===== src/rtl/display_pkg.sv =====
// display_pkg: shared types and constants for the seven-segment scan path.
//   bcd_t          4-bit BCD digit code
//   scan_state_t   per-slot phase: BLANK (anti-ghosting window) / SHOW
//   SEG_*          active-low {g,f,e,d,c,b,a} patterns
package display_pkg;

    typedef logic [3:0] bcd_t;

    typedef enum logic {BLANK, SHOW} scan_state_t;

    localparam logic [6:0] SEG_0     = 7'b1000000;
    localparam logic [6:0] SEG_1     = 7'b1111001;
    localparam logic [6:0] SEG_2     = 7'b0100100;
    localparam logic [6:0] SEG_3     = 7'b0110000;
    localparam logic [6:0] SEG_4     = 7'b0011001;
    localparam logic [6:0] SEG_5     = 7'b0010010;
    localparam logic [6:0] SEG_6     = 7'b0000010;
    localparam logic [6:0] SEG_7     = 7'b1111000;
    localparam logic [6:0] SEG_8     = 7'b0000000;
    localparam logic [6:0] SEG_9     = 7'b0010000;
    localparam logic [6:0] SEG_BLANK = 7'b1111111;

endpackage


===== src/rtl/display_scan_ctrl_bcd_seg_dec.sv =====
// bcd_seg_dec: combinational BCD to active-low seven-segment decoder.
//   bcd  in   4-bit digit code
//   seg  out  active-low {g,f,e,d,c,b,a}; codes above 9 decode to all-off
module bcd_seg_dec
    import display_pkg::*;
(
    input  bcd_t       bcd,
    output logic [6:0] seg
);

    always_comb begin
        case (bcd)
            4'd0:    seg = SEG_0;
            4'd1:    seg = SEG_1;
            4'd2:    seg = SEG_2;
            4'd3:    seg = SEG_3;
            4'd4:    seg = SEG_4;
            4'd5:    seg = SEG_5;
            4'd6:    seg = SEG_6;
            4'd7:    seg = SEG_7;
            4'd8:    seg = SEG_8;
            4'd9:    seg = SEG_9;
            default: seg = SEG_BLANK;
        endcase
    end

endmodule


===== src/rtl/display_scan_ctrl.sv =====
// display_scan_ctrl: time-multiplexed scanner for a common-anode
// NUM_DIGITS-digit seven-segment display with a double-buffered BCD frame.
//   clk, rst_n   clock, asynchronous active-low reset
//   en           scan enable; when low, outputs are dark and load writes active
//   load, value  capture strobe and BCD frame ([3:0] = digit 0)
//   blank_mask   per-digit forced blank, sampled live
//   anodes       active-low digit enables (registered)
//   segments     active-low {g,f,e,d,c,b,a} (registered)
//   digit_idx    slot currently scanned
//   frame_done   one-cycle pulse after the last slot wraps to slot 0
module display_scan_ctrl
    import display_pkg::*;
#(
    parameter int NUM_DIGITS   = 4,
    parameter int SLOT_CYCLES  = 50000,
    parameter int BLANK_CYCLES = 500,
    parameter int LZ_SUPPRESS  = 1,
    localparam int IDX_W       = $clog2(NUM_DIGITS),
    localparam int CNT_W       = $clog2(SLOT_CYCLES)
) (
    input  logic                    clk,
    input  logic                    rst_n,
    input  logic                    en,
    input  logic                    load,
    input  logic [4*NUM_DIGITS-1:0] value,
    input  logic [NUM_DIGITS-1:0]   blank_mask,
    output logic [NUM_DIGITS-1:0]   anodes,
    output logic [6:0]              segments,
    output logic [IDX_W-1:0]        digit_idx,
    output logic                    frame_done
);

    logic [CNT_W-1:0]                cnt;
    logic [NUM_DIGITS-1:0][3:0]      active;
    logic [NUM_DIGITS-1:0][3:0]      pending;
    logic                            pend_valid;
    logic [NUM_DIGITS-1:0]           lz_mask;
    logic [6:0]                      dec_seg;
    logic                            slot_end;
    logic                            wrap;
    logic                            digit_blank;
    scan_state_t                     phase;

    assign slot_end    = (cnt == CNT_W'(SLOT_CYCLES - 1));
    assign wrap        = slot_end && (digit_idx == IDX_W'(NUM_DIGITS - 1));
    assign phase       = (cnt < CNT_W'(BLANK_CYCLES)) ? BLANK : SHOW;
    assign digit_blank = blank_mask[digit_idx] | lz_mask[digit_idx];

    // Leading-zero run from the MSB down; digit 0 always stays visible.
    always_comb begin
        logic zero_run;
        zero_run = 1'b1;
        lz_mask  = '0;
        for (int i = NUM_DIGITS - 1; i >= 0; i--) begin
            zero_run   = zero_run & (active[i] == 4'd0);
            lz_mask[i] = (LZ_SUPPRESS != 0) && zero_run && (i != 0);
        end
    end

    bcd_seg_dec u_dec (
        .bcd (active[digit_idx]),
        .seg (dec_seg)
    );

    always_ff @(posedge clk or negedge rst_n) begin
        if (!rst_n) begin
            cnt        <= '0;
            digit_idx  <= '0;
            anodes     <= '1;
            segments   <= SEG_BLANK;
            frame_done <= 1'b0;
            active     <= '0;
            pending    <= '0;
            pend_valid <= 1'b0;
        end else begin
            // Frame buffers: active only changes at a frame boundary while
            // scanning, so a displayed frame is never torn.
            if (!en) begin
                if (load) begin
                    active     <= value;
                    pend_valid <= 1'b0;
                end
            end else if (wrap) begin
                if (load)            active <= value;
                else if (pend_valid) active <= pending;
                pend_valid <= 1'b0;
            end else if (load) begin
                pending    <= value;
                pend_valid <= 1'b1;
            end

            if (!en) begin
                cnt        <= '0;
                digit_idx  <= '0;
                anodes     <= '1;
                segments   <= SEG_BLANK;
                frame_done <= 1'b0;
            end else begin
                cnt        <= slot_end ? '0 : cnt + CNT_W'(1);
                frame_done <= wrap;
                if (slot_end)
                    digit_idx <= wrap ? '0 : digit_idx + IDX_W'(1);
                // Outputs reflect the pre-edge cnt/digit_idx (one cycle late).
                case (phase)
                    BLANK: begin
                        anodes   <= '1;
                        segments <= SEG_BLANK;
                    end
                    SHOW: begin
                        anodes   <= ~(NUM_DIGITS'(1) << digit_idx);
                        segments <= digit_blank ? SEG_BLANK : dec_seg;
                    end
                    default: begin
                        anodes   <= '1;
                        segments <= SEG_BLANK;
                    end
                endcase
            end
        end
    end

endmodule


===== config.mk =====
export PLATFORM = sky130hd
export DESIGN_NAME = display_scan_ctrl
export DESIGN_NICKNAME = d
export VERILOG_FILES = /design/src/rtl/display_pkg.sv /design/src/rtl/display_scan_ctrl_bcd_seg_dec.sv /design/src/rtl/display_scan_ctrl.sv
export SDC_FILE = /design/constraint.sdc
export NUM_CORES = 1
export LEC_CHECK = 0
export BUFFER_PORTS_ARGS = -buffer_cell sky130_fd_sc_hd__buf_2
export CAP_MARGIN = 30
export CORE_MARGIN = 3
export CORE_UTILIZATION = 60
export CTS_BUF_LIST = sky130_fd_sc_hd__clkbuf_8
export DETAILED_ROUTE_END_ITERATION = 10
export HOLD_SLACK_MARGIN = 0.1
export PLACE_DENSITY_LB_ADDON = 0.3
export SYNTH_ARGS = -nofsm -noshare
export SYNTH_HDL_FRONTEND = slang
export SYNTH_SLANG_ARGS = --single-unit

===== constraint.sdc =====
create_clock -name clk -period 4.9 [get_ports clk]
set_clock_uncertainty 0.2 [all_clocks]
set_input_delay 0.98 -clock clk [delete_from_list [all_inputs] [get_ports clk]]
set_output_delay 0.98 -clock clk [all_outputs]
set_load 0.02 [all_outputs]

==> flow_summary.toml, run 1 <==
[outcome]
outcome = "finished, final reports clean"

[yosys]
yosys_warnings = 0
dominantRegCellSynth = "dfrtp_1"
synthesis.instances = 288
post_synth_instance_area_sq_mm = 0.00323
synth.yosys.seq_area_share_pct = 49.2
synth-edff-count = 0
yosys.area.top_type_share_pct = 40.3
syn_nets = 322
postSynthAreaPerCell_sq_um = 11.2
yosysUniqueCellTypes = 40
synth.largest_area_cell = "dfrtp_1"
synthTopCellsByArea = "dfrtp_1 40%, dfstp_2 8.9%, a221oi_2 4.6%"
synth_seq_cells = 63
ys_async_sr_fraction_pct = 100

[finish]
antenna_cells_inserted = 0
final_layout_size_suffix_gt1_share_pct = 30.0
synthToLayoutAreaGrowth_pct = 11.1
fillCellCount = 405
layout.nets = 359
final_core_util_pct = 69.4

[setup_path]
crit_fanout = 20
crit_path_top_delay_cell = "and3_1"
critical_path_required_ns = 4.91
timing.critical_path.cells = "ha_1 > and3_1 > nand4_2 > or2_1 > and3_1 > mux2_2"
path_common_cell = "and3_1"
critPathLaunchType = "flip-flop"
worst-path-buf-inv = 0
crit_arrival_ns = 3.28
critical_path_class = "flip-flop to flip-flop"
timing.critical_path.to_type = "flip-flop"
critPathMaxStageDelay_ns = 0.90
critPathTopFamily = "simple AND/OR/NAND/NOR gates"

[drt]
first_iter_violations = 120
route.detailed.vias_per_inst = 5.64
antenna_violating_nets_post_route = 0
route.detailed.wl_per_inst_um = 15.8
remaining_drc_errors = 0
firstDrtPassIters = 4
detailroute.via_count = 2257
routed_wl_um = 6310

[cts]
clk_pin_slew_ns = 0.06
cts_tree = "yes"
tritoncts.num_buffers = 9
cts-resized-gates = 0
cts_hold_buf = 0
cts_num_sinks = 63
buffer_levels_on_the_longest_clock_path = 2
cts_root_buf = "clkbuf_8"
insertion_delay_ns = 0.34
htree_levels = 3
number_of_buffers_added_for_setup_after_cts = 0

[timing]
hold_viol = 0
post-route-min-period_ns = 3.27
rsz_0062_raised_after_global_routing = "false"
drv_slew = 0
timing.max_slew.rel_slack_pct = 33.2
final_min_period_over_clock_period_pct = 66.8
worstMarginPinSlew_ns = 0.996
timing.setup.tns_ns = 0
fin_ws_ns = 1.63
achievable_freq_mhz = 306
report.final.setup_viol = 0

[floorplanning]
initial_core_util_pct = 62.5
die-area_sq_mm = 0.00630
placeableCoreArea_sq_mm = 0.00517
rows = 26
num_io_pins = 38
dieWidth_um = 79.4
die-height_um = 79.4

[global_route]
via_count_of_the_first_global_routing_pass = 2337
antenna_found_initial = 0
grt.total_usage_pct = 22.7
grt_pass1_wl_um = 11000
grt_max_degree = 34
globalRouteOverflowTotal = 0

[power]
power.leakage_nw = 1.68
powerDensity_mw_per_mm2 = 312
irDropWorstVdd_mv = 0.239

[place]
post-place-ws_ns = 1.60
hpwl_um = 4480
portBuffers = 37
finalWeightedCongestion = 0.844

[hold_path]
hold_path.class = "flip-flop to flip-flop"

[flow_run]
maxCapViolations = 0
## through the flow
step,power (mW),instances,hold WS (ns),area (sq um)
2_1_floorplan,0.692,288,0.225,3230
3_3_place_gp,0.728,384,0.237,3420
3_5_place_dp,0.737,384,0.253,3420
4_1_cts,1.13,400,0.259,3590
5_1_grt,1.17,400,0.283,3590
6_report,1.12,400,0.257,3590
## sequential cells by signal, summed over array words and instances (netlist names)
name        count
pend_valid      1
anodes          4
cnt            16
segments        7
active         16
digit_idx       2
pending        16
frame_done      1
## layout make-up
type	count	area (sq um)	area share [%]
multi-input combinational	173	1400	38.9
clock inverter	5	20.0	0.558
inverter	40	150	4.18
tap	70	87.6	2.44
sequential	63	1590	44.3
clock buffer	11	151	4.22
timing repair buffer	38	193	5.37
## metal layers
layer / vias up / global-route usage (%) / share of wire (%)
met2: 61 / 35.9 / 50
li1: 1066 / - / -
met4: 0 / 13.6 / 2.9
met1: 1113 / 28.7 / 43
met5: - / 0 / 0
met3: 17 / 5.08 / 4.1
## layout by cell type (no fill, tap or decap), drive strengths merged
cell type  synthesis  final
mux2i              5      5
and2               1      1
a21boi             1      1
dfstp             11     11
nand3              4      4
clkbuf             5     11
mux4               5      5
inv               40     44
nor3b              1      1
or3                4      4
and4               1      1
mux2              16     16
o21ai             12     12
nand2             12     12
nand4              6      6
dfrtp             52     52
nor4               3      3
ha                10     10
a21oi              9      9
a31oi              1      1
or2                3      3
a21o               1      1
xnor2              5      5
a221oi            16     16
nor2b              1      1
nor3              17     17
and3               5      5
clkinv             0      1
xor2               6      6
nor2              25     25
nor4b              1      1
buf                7     38
nand3b             2      2
## worst paths after layout
path                                  start                endpoint  slack (ns)  cells after the start
max in group asynchronous             rst_n   active[4]$_DFFE_PN0P_        3.13                      2
hold / removal             cnt[0]$_DFF_PN0_        cnt[0]$_DFF_PN0_        0.26                      1
min in group asynchronous             rst_n        cnt[8]$_DFF_PN0_        0.48                      1
setup / recovery           cnt[0]$_DFF_PN0_  pending[9]$_DFFE_PN0P_        1.63                      6
hold reg to reg            cnt[0]$_DFF_PN0_        cnt[0]$_DFF_PN0_        0.26                      1
setup reg to reg           cnt[0]$_DFF_PN0_  pending[9]$_DFFE_PN0P_        1.63                      6
## cells by family after synthesis
family	Yosys count	synth area share, %
compound gates	40	10.5
simple gates	86	14.1
mux	26	11.8
flops	63	49.2
xor+xnor	11	2.98
fa+ha+maj	10	3.87
buf+inv	52	7.51
## power breakdown
group	switching, mW	total [mW]	internal, mW
Sequential	0.0258	0.585	0.559
Combinational	0.0746	0.144	0.0690
Clock	0.188	0.391	0.203
Total	0.288	1.12	0.831
## worst reg2reg max path: stages, from the launching register on
cell	delay, ns
dfrtp_1	0.39
ha_1	0.24
and3_1	0.24
nand4_2	0.16
or2_1	0.59
and3_1	0.90
mux2_2	0.43
## cells in the mapped netlist (6+ instances only)
library cell / number
xor2_1: 6
o21ai_0: 12
dfstp_2: 11
nor3_1: 17
ha_1: 10
nand2_1: 12
mux2_4: 10
a21oi_1: 9
nor2_1: 25
a221oi_1: 6
a221oi_2: 10
inv_1: 40
dfrtp_1: 52
mux2_2: 6
Power figures use the tool's default switching activity.
==> inputs of run 2 (changes only) <==
Settings changed: ABC_AREA set to 1, CORE_UTILIZATION 60 to 55.
Clock period 4.9 ns to 2.75 ns, I/O delays scaled along.
==> flow_summary.toml, run 2 <==
[cts]
cts_root_buf = "clkbuf_8"
cts_num_sinks = 63
number_of_buffers_added_for_setup_after_cts = 0
cts_hold_buf = 1
cts_tree = "yes"
tritoncts.num_buffers = 9
htree_levels = 3
cts-resized-gates = 0
buffer_levels_on_the_longest_clock_path = 2
clk_pin_slew_ns = 0.07
insertion_delay_ns = 0.35

[setup_path]
crit_path_top_delay_cell = "dfrtp_1"
critPathTopFamily = "flip-flops"
r2r_end = "segments[3]$_DFF_PN1_"
worst-r2r-setup-slack_ns = 0.46
critical_path_required_ns = 2.79
launch_point_of_the_worst_reg_to_reg_path = "digit_idx[0]$_DFFE_PN0P_"
timing.critical_path.to_type = "flip-flop"
crit_fanout = 19
path_common_cell = "nand3_1"
critPathLaunchType = "flip-flop"
timing.critical_path.cells = "inv_2 > nand2_1 > nand3_1 > o21ai_1 > inv_1 > ha_1 > nand3_1 > nand3_1 > nand3_1"
crit_arrival_ns = 2.33
worst-path-buf-inv = 2
critical_path_class = "flip-flop to flip-flop"
critPathMaxStageDelay_ns = 0.70
worst-r2r-cell-count = 9

[finish]
area_occupied_by_multi_input_gates_sq_mm = 0.00165
antenna_cells_inserted = 0
biggest_regs = "active x16, cnt x16, pending x16"
layout.nets = 526
leading_cell_types_in_the_layout_fill_and_taps_excluded = "169 x nand2_1, 64 x nand3_1, 52 x dfrtp_1"
ff_latch_area_sq_mm = 0.00159
synthToLayoutAreaGrowth_pct = 12.6
fillCellCount = 526
final_layout_size_suffix_gt1_share_pct = 15.7
mostFrequentLayoutCell = "nand2_1"

[timing]
fin_hold_ws_ns = 0.270
worstMarginPinSlew_ns = 0.557
achievable_freq_mhz = 437
timing.max_slew.rel_slack_pct = 62.9
rsz_0062_raised_after_global_routing = "false"
hold_viol = 0
timing.setup.tns_ns = 0
final_min_period_over_clock_period_pct = 83.3
report.final.setup_viol = 0
fin_ws_ns = 0.459
drv_slew = 0
post-route-min-period_ns = 2.29

[power]
switching_portion_of_total_power_pct = 28.0
power.leakage_nw = 1.96
powerDensity_mw_per_mm2 = 550
comb_power_share_pct = 13.7
irDropWorstVdd_mv = 0.308
pwr-share-clk_pct = 37.3
p_sw_mw = 0.596
internal_power_mw = 1.53
seq_power_share_pct = 49.1

[place]
hpwl_um = 5420
finalWeightedCongestion = 0.939
portBuffers = 37
post-place-ws_ns = 0.506

[global_route]
via_count_of_the_first_global_routing_pass = 2952
grt_max_degree = 34
globalRouteOverflowTotal = 0
grt_pass1_wl_um = 13300
grt.total_usage_pct = 22.7
antenna_found_initial = 0

[yosys]
dominantRegCellSynth = "dfrtp_1"
yosys_warnings = 0
synthTopCellsByCount = "169 x nand2_1, 64 x nand3_1, 52 x dfrtp_1"
synth_seq_cells = 63
ys_async_sr_fraction_pct = 100
synth.yosys.seq_area_share_pct = 46.3
synthTopCellsByArea = "dfrtp_1 38%, nand2_1 18%, nand3_1 9.3%"
postSynthAreaPerCell_sq_um = 7.57
synthesis.instances = 454
synth.largest_area_cell = "dfrtp_1"
yosys.area.top_type_share_pct = 37.9
synth-edff-count = 0
cell_with_the_most_instances_after_synthesis = "nand2_1"
syn_nets = 488
yosysUniqueCellTypes = 30
post_synth_instance_area_sq_mm = 0.00343

[drt]
detailroute.via_count = 3047
remaining_drc_errors = 0
antenna_violating_nets_post_route = 0
route.detailed.wl_per_inst_um = 13.1
first_iter_violations = 215
firstDrtPassIters = 4
route.detailed.vias_per_inst = 5.33
routed_wl_um = 7480

[floorplanning]
initial_core_util_pct = 57.3
die-area_sq_mm = 0.00723
die-height_um = 85.0
num_io_pins = 38
placeableCoreArea_sq_mm = 0.00599
dieWidth_um = 85.0
rows = 28

[hold_path]
hold_path_depth = 3
holdPathEnd = "pending[0]$_DFFE_PN0P_"
hold_start = "value[0]"
hold_path.class = "primary input to flip-flop"

[flow_run]
maxCapViolations = 0

[outcome]
outcome = "finished, final reports clean"
==> run 2: how the worst max path moves through the flow <==
stage | cells past startpoint | slack, ns | endpoint | from
CTS | 9 | 0.48 | segments[3]$_DFF_PN1_ | digit_idx[0]$_DFFE_PN0P_
global placement | 9 | 0.65 | segments[3]$_DFF_PN1_ | digit_idx[0]$_DFFE_PN0P_
global route | 9 | 0.22 | segments[3]$_DFF_PN1_ | digit_idx[0]$_DFFE_PN0P_
floorplan | 9 | 0.72 | segments[3]$_DFF_PN1_ | digit_idx[1]$_DFFE_PN0P_
finish | 9 | 0.46 | segments[3]$_DFF_PN1_ | digit_idx[0]$_DFFE_PN0P_
detailed placement | 9 | 0.51 | segments[3]$_DFF_PN1_ | digit_idx[0]$_DFFE_PN0P_
==> run 2: layout make-up <==
cell class,instances,share of cell area (%)
Clock buffer,10,3.56
Clock inverter,6,1.39
Inverter,30,2.91
Multi-Input combinational cell,345,42.6
Sequential cell,63,41.1
Tap cell,75,2.43
Timing Repair Buffer,43,6.02
==> run 2: kinds of logic after synthesis <==
group                    synth area share [%]
buffers and inverters                    5.79
flip-flops                               46.3
XOR/XNOR                                 1.53
AO/OA/AOI/OAI                            1.60
adder cells (fa/ha/maj)                  3.64
AND/OR/NAND/NOR                          41.1
==> run 2: power groups by stage <==
stage | Combinational [mW] | Sequential [mW] | Clock (mW)
3_3_place_gp | 0.278 | 1.06 | 0
5_1_grt | 0.343 | 1.05 | 0.845
6_report | 0.291 | 1.04 | 0.793
2_1_floorplan | 0.209 | 1.05 | 0
4_1_cts | 0.293 | 1.04 | 0.804
3_5_place_dp | 0.289 | 1.06 | 0
==> run 2: worst reg2reg max path, stage by stage, from the launching register on <==
cell and delay [ns]:
dfrtp_1 0.70, inv_2 0.20, nand2_1 0.11, nand3_1 0.07, o21ai_1 0.19, inv_1 0.14
ha_1 0.29, nand3_1 0.10, nand3_1 0.10, nand3_1 0.09
==> run 2: per-layer routing <==
layer	routed length (um)	GRT usage [%]	vias to the layer above
li1	-	-	1538
met1	3450	30.4	1412
met2	3490	35.2	82
met3	377	5.05	15
met4	162	10.6	0
met5	0	0	-
==> run 2: stage by stage <==
stage          cell area [sq um]  std cells  util (%)  total power, mW
2_1_floorplan               3430        454         -             1.26
3_3_place_gp                3660        555      61.2             1.34
3_5_place_dp                3660        555      61.2             1.35
4_1_cts                     3870        572      64.5             2.14
5_1_grt                     3870        572      64.5             2.24
6_report                    3870        572      64.5             2.13
==> inputs of run 3 (changes only) <==
Settings changed: CORE_UTILIZATION 55 to 60.
Clock period 2.75 ns to 2.3 ns, I/O delays scaled along.
==> flow_summary.toml, run 3 (synthesis results as in run 2) <==
[floorplanning]
die-area_sq_mm = 0.00667
die-height_um = 81.7
rows = 26
initial_core_util_pct = 64.4
placeableCoreArea_sq_mm = 0.00534
num_io_pins = 38
dieWidth_um = 81.7

[place]
hpwl_um = 5260
portBuffers = 37
placement.cell_area_sq_mm = 0.00370
dpl.cell_count = 554
finalWeightedCongestion = 0.903

[finish]
biggest_regs = "active x16, cnt x16, pending x16"
final_core_util_pct = 73.5
finalInstanceArea_sq_mm = 0.00392
layout.nets = 530
mostFrequentLayoutCell = "nand2_1"
leading_cell_types_in_the_layout_fill_and_taps_excluded = "169 x nand2_1, 64 x nand3_1, 52 x dfrtp_1"
antenna_cells_inserted = 0
final_layout_size_suffix_gt1_share_pct = 16.6
synthToLayoutAreaGrowth_pct = 14.2
stdcell_count = 570

[cts]
buffer_levels_on_the_longest_clock_path = 2
cts_hold_buf = 1
number_of_buffers_added_for_setup_after_cts = 0
cts_num_sinks = 63
clk_pin_slew_ns = 0.07
cts-resized-gates = 0
cts_tree = "yes"
insertion_delay_ns = 0.34
cts_root_buf = "clkbuf_8"
htree_levels = 3
tritoncts.num_buffers = 9

[power]
internal_power_mw = 1.95
p_sw_mw = 0.706
irDropWorstVdd_mv = 0.458
seq_power_share_pct = 47.0
switching_portion_of_total_power_pct = 26.6
pwr-share-clk_pct = 39.5
comb_power_share_pct = 13.5
powerDensity_mw_per_mm2 = 676
power.leakage_nw = 1.99

[hold_path]
hold_path_depth = 3
hold_path.class = "primary input to flip-flop"
hold_start = "value[0]"
holdPathEnd = "pending[0]$_DFFE_PN0P_"

[timing]
drv_slew = 0
final_min_period_over_clock_period_pct = 92.1
report.final.setup_viol = 0
fin_hold_ws_ns = 0.181
hold_viol = 0
post-route-min-period_ns = 2.12
timing.setup.tns_ns = 0
worstMarginPinSlew_ns = 0.516
timing.max_slew.rel_slack_pct = 65.5
rsz_0062_raised_after_global_routing = "false"
achievable_freq_mhz = 472

[setup_path]
critical_path_class = "flip-flop to flip-flop"
timing.critical_path.cells = "inv_2 > nor2_1 > o21ai_1 > inv_1 > ha_1 > nand3_1 > nand3_1 > nand3_1"
crit_arrival_ns = 2.16
critPathTopFamily = "flip-flops"
worst-r2r-cell-count = 8
critical_path_required_ns = 2.34
timing.critical_path.to_type = "flip-flop"
worst-r2r-setup-slack_ns = 0.18
critPathMaxStageDelay_ns = 0.51
launch_point_of_the_worst_reg_to_reg_path = "digit_idx[0]$_DFFE_PN0P_"
worst-path-buf-inv = 2
path_common_cell = "nand3_1"
critPathLaunchType = "flip-flop"
crit_path_top_delay_cell = "dfrtp_1"
r2r_end = "segments[3]$_DFF_PN1_"
crit_fanout = 11

[drt]
route.detailed.vias_per_inst = 5.46
antenna_violating_nets_post_route = 0
first_iter_violations = 248
route.detailed.wl_per_inst_um = 13.1
detailroute.via_count = 3113
firstDrtPassIters = 5
remaining_drc_errors = 0
routed_wl_um = 7460

[global_route]
antenna_found_initial = 0
grt_pass1_wl_um = 12900
grt_max_degree = 43
via_count_of_the_first_global_routing_pass = 2932
grt.total_usage_pct = 25.4
globalRouteOverflowTotal = 0

[flow_run]
maxCapViolations = 0

[outcome]
outcome = "finished, final reports clean"
==> run 3: worst max-delay path by stage <==
stage / endpoint / slack [ns] / startpoint / depth (start not counted)
3_5_place_dp: segments[3]$_DFF_PN1_ / 0.22 / digit_idx[0]$_DFFE_PN0P_ / 9
5_1_grt: segments[3]$_DFF_PN1_ / 0.03 / digit_idx[0]$_DFFE_PN0P_ / 9
2_1_floorplan: segments[3]$_DFF_PN1_ / 0.27 / digit_idx[1]$_DFFE_PN0P_ / 9
3_3_place_gp: segments[3]$_DFF_PN1_ / 0.35 / digit_idx[0]$_DFFE_PN0P_ / 9
6_report: segments[3]$_DFF_PN1_ / 0.18 / digit_idx[0]$_DFFE_PN0P_ / 8
4_1_cts: segments[3]$_DFF_PN1_ / 0.22 / digit_idx[0]$_DFFE_PN0P_ / 9
==> run 3: power by group through the flow <==
stage / sequential (mW) / clock [mW] / combinational [mW]
2_1_floorplan: 1.25 / 0 / 0.250
5_1_grt: 1.26 / 1.11 / 0.416
6_report: 1.25 / 1.05 / 0.357
3_5_place_dp: 1.27 / 0 / 0.352
3_3_place_gp: 1.26 / 0 / 0.339
4_1_cts: 1.25 / 1.06 / 0.357
==> run 3: final cells by class <==
class / instances / area [sq um]
inverters: 30 / 113
well taps: 70 / 87.6
clock inverters: 5 / 73.8
clock buffers: 10 / 138
multi-input cells: 345 / 1650
fillers: 413 / 1410
repair buffers: 47 / 275
flip-flops and latches: 63 / 1590
==> run 3: layer usage <==
layer	share of wire, %	vias to the layer above	wire length [um]	GRT usage (%)
met2	46	131	3420	40.1
li1	-	1548	-	-
met3	7.1	19	530	6.58
met1	45	1415	3330	32.9
met5	0	-	0	0
met4	2.3	0	174	11.8
==> run 3: tightest hold or removal path, delay by kind of cell <==
kind / cells / cell delay [ns]
buffers and inverters: 1 / 0.10
AND/OR/NAND/NOR: 2 / 0.12
==> run 3: metrics by stage <==
stage               setup WS, ns  total power, mW
floorplan                  0.266             1.50
detailed placement         0.225             1.62
global route              0.0330             2.78
CTS                        0.221             2.66
finish                     0.181             2.65
global placement           0.348             1.60
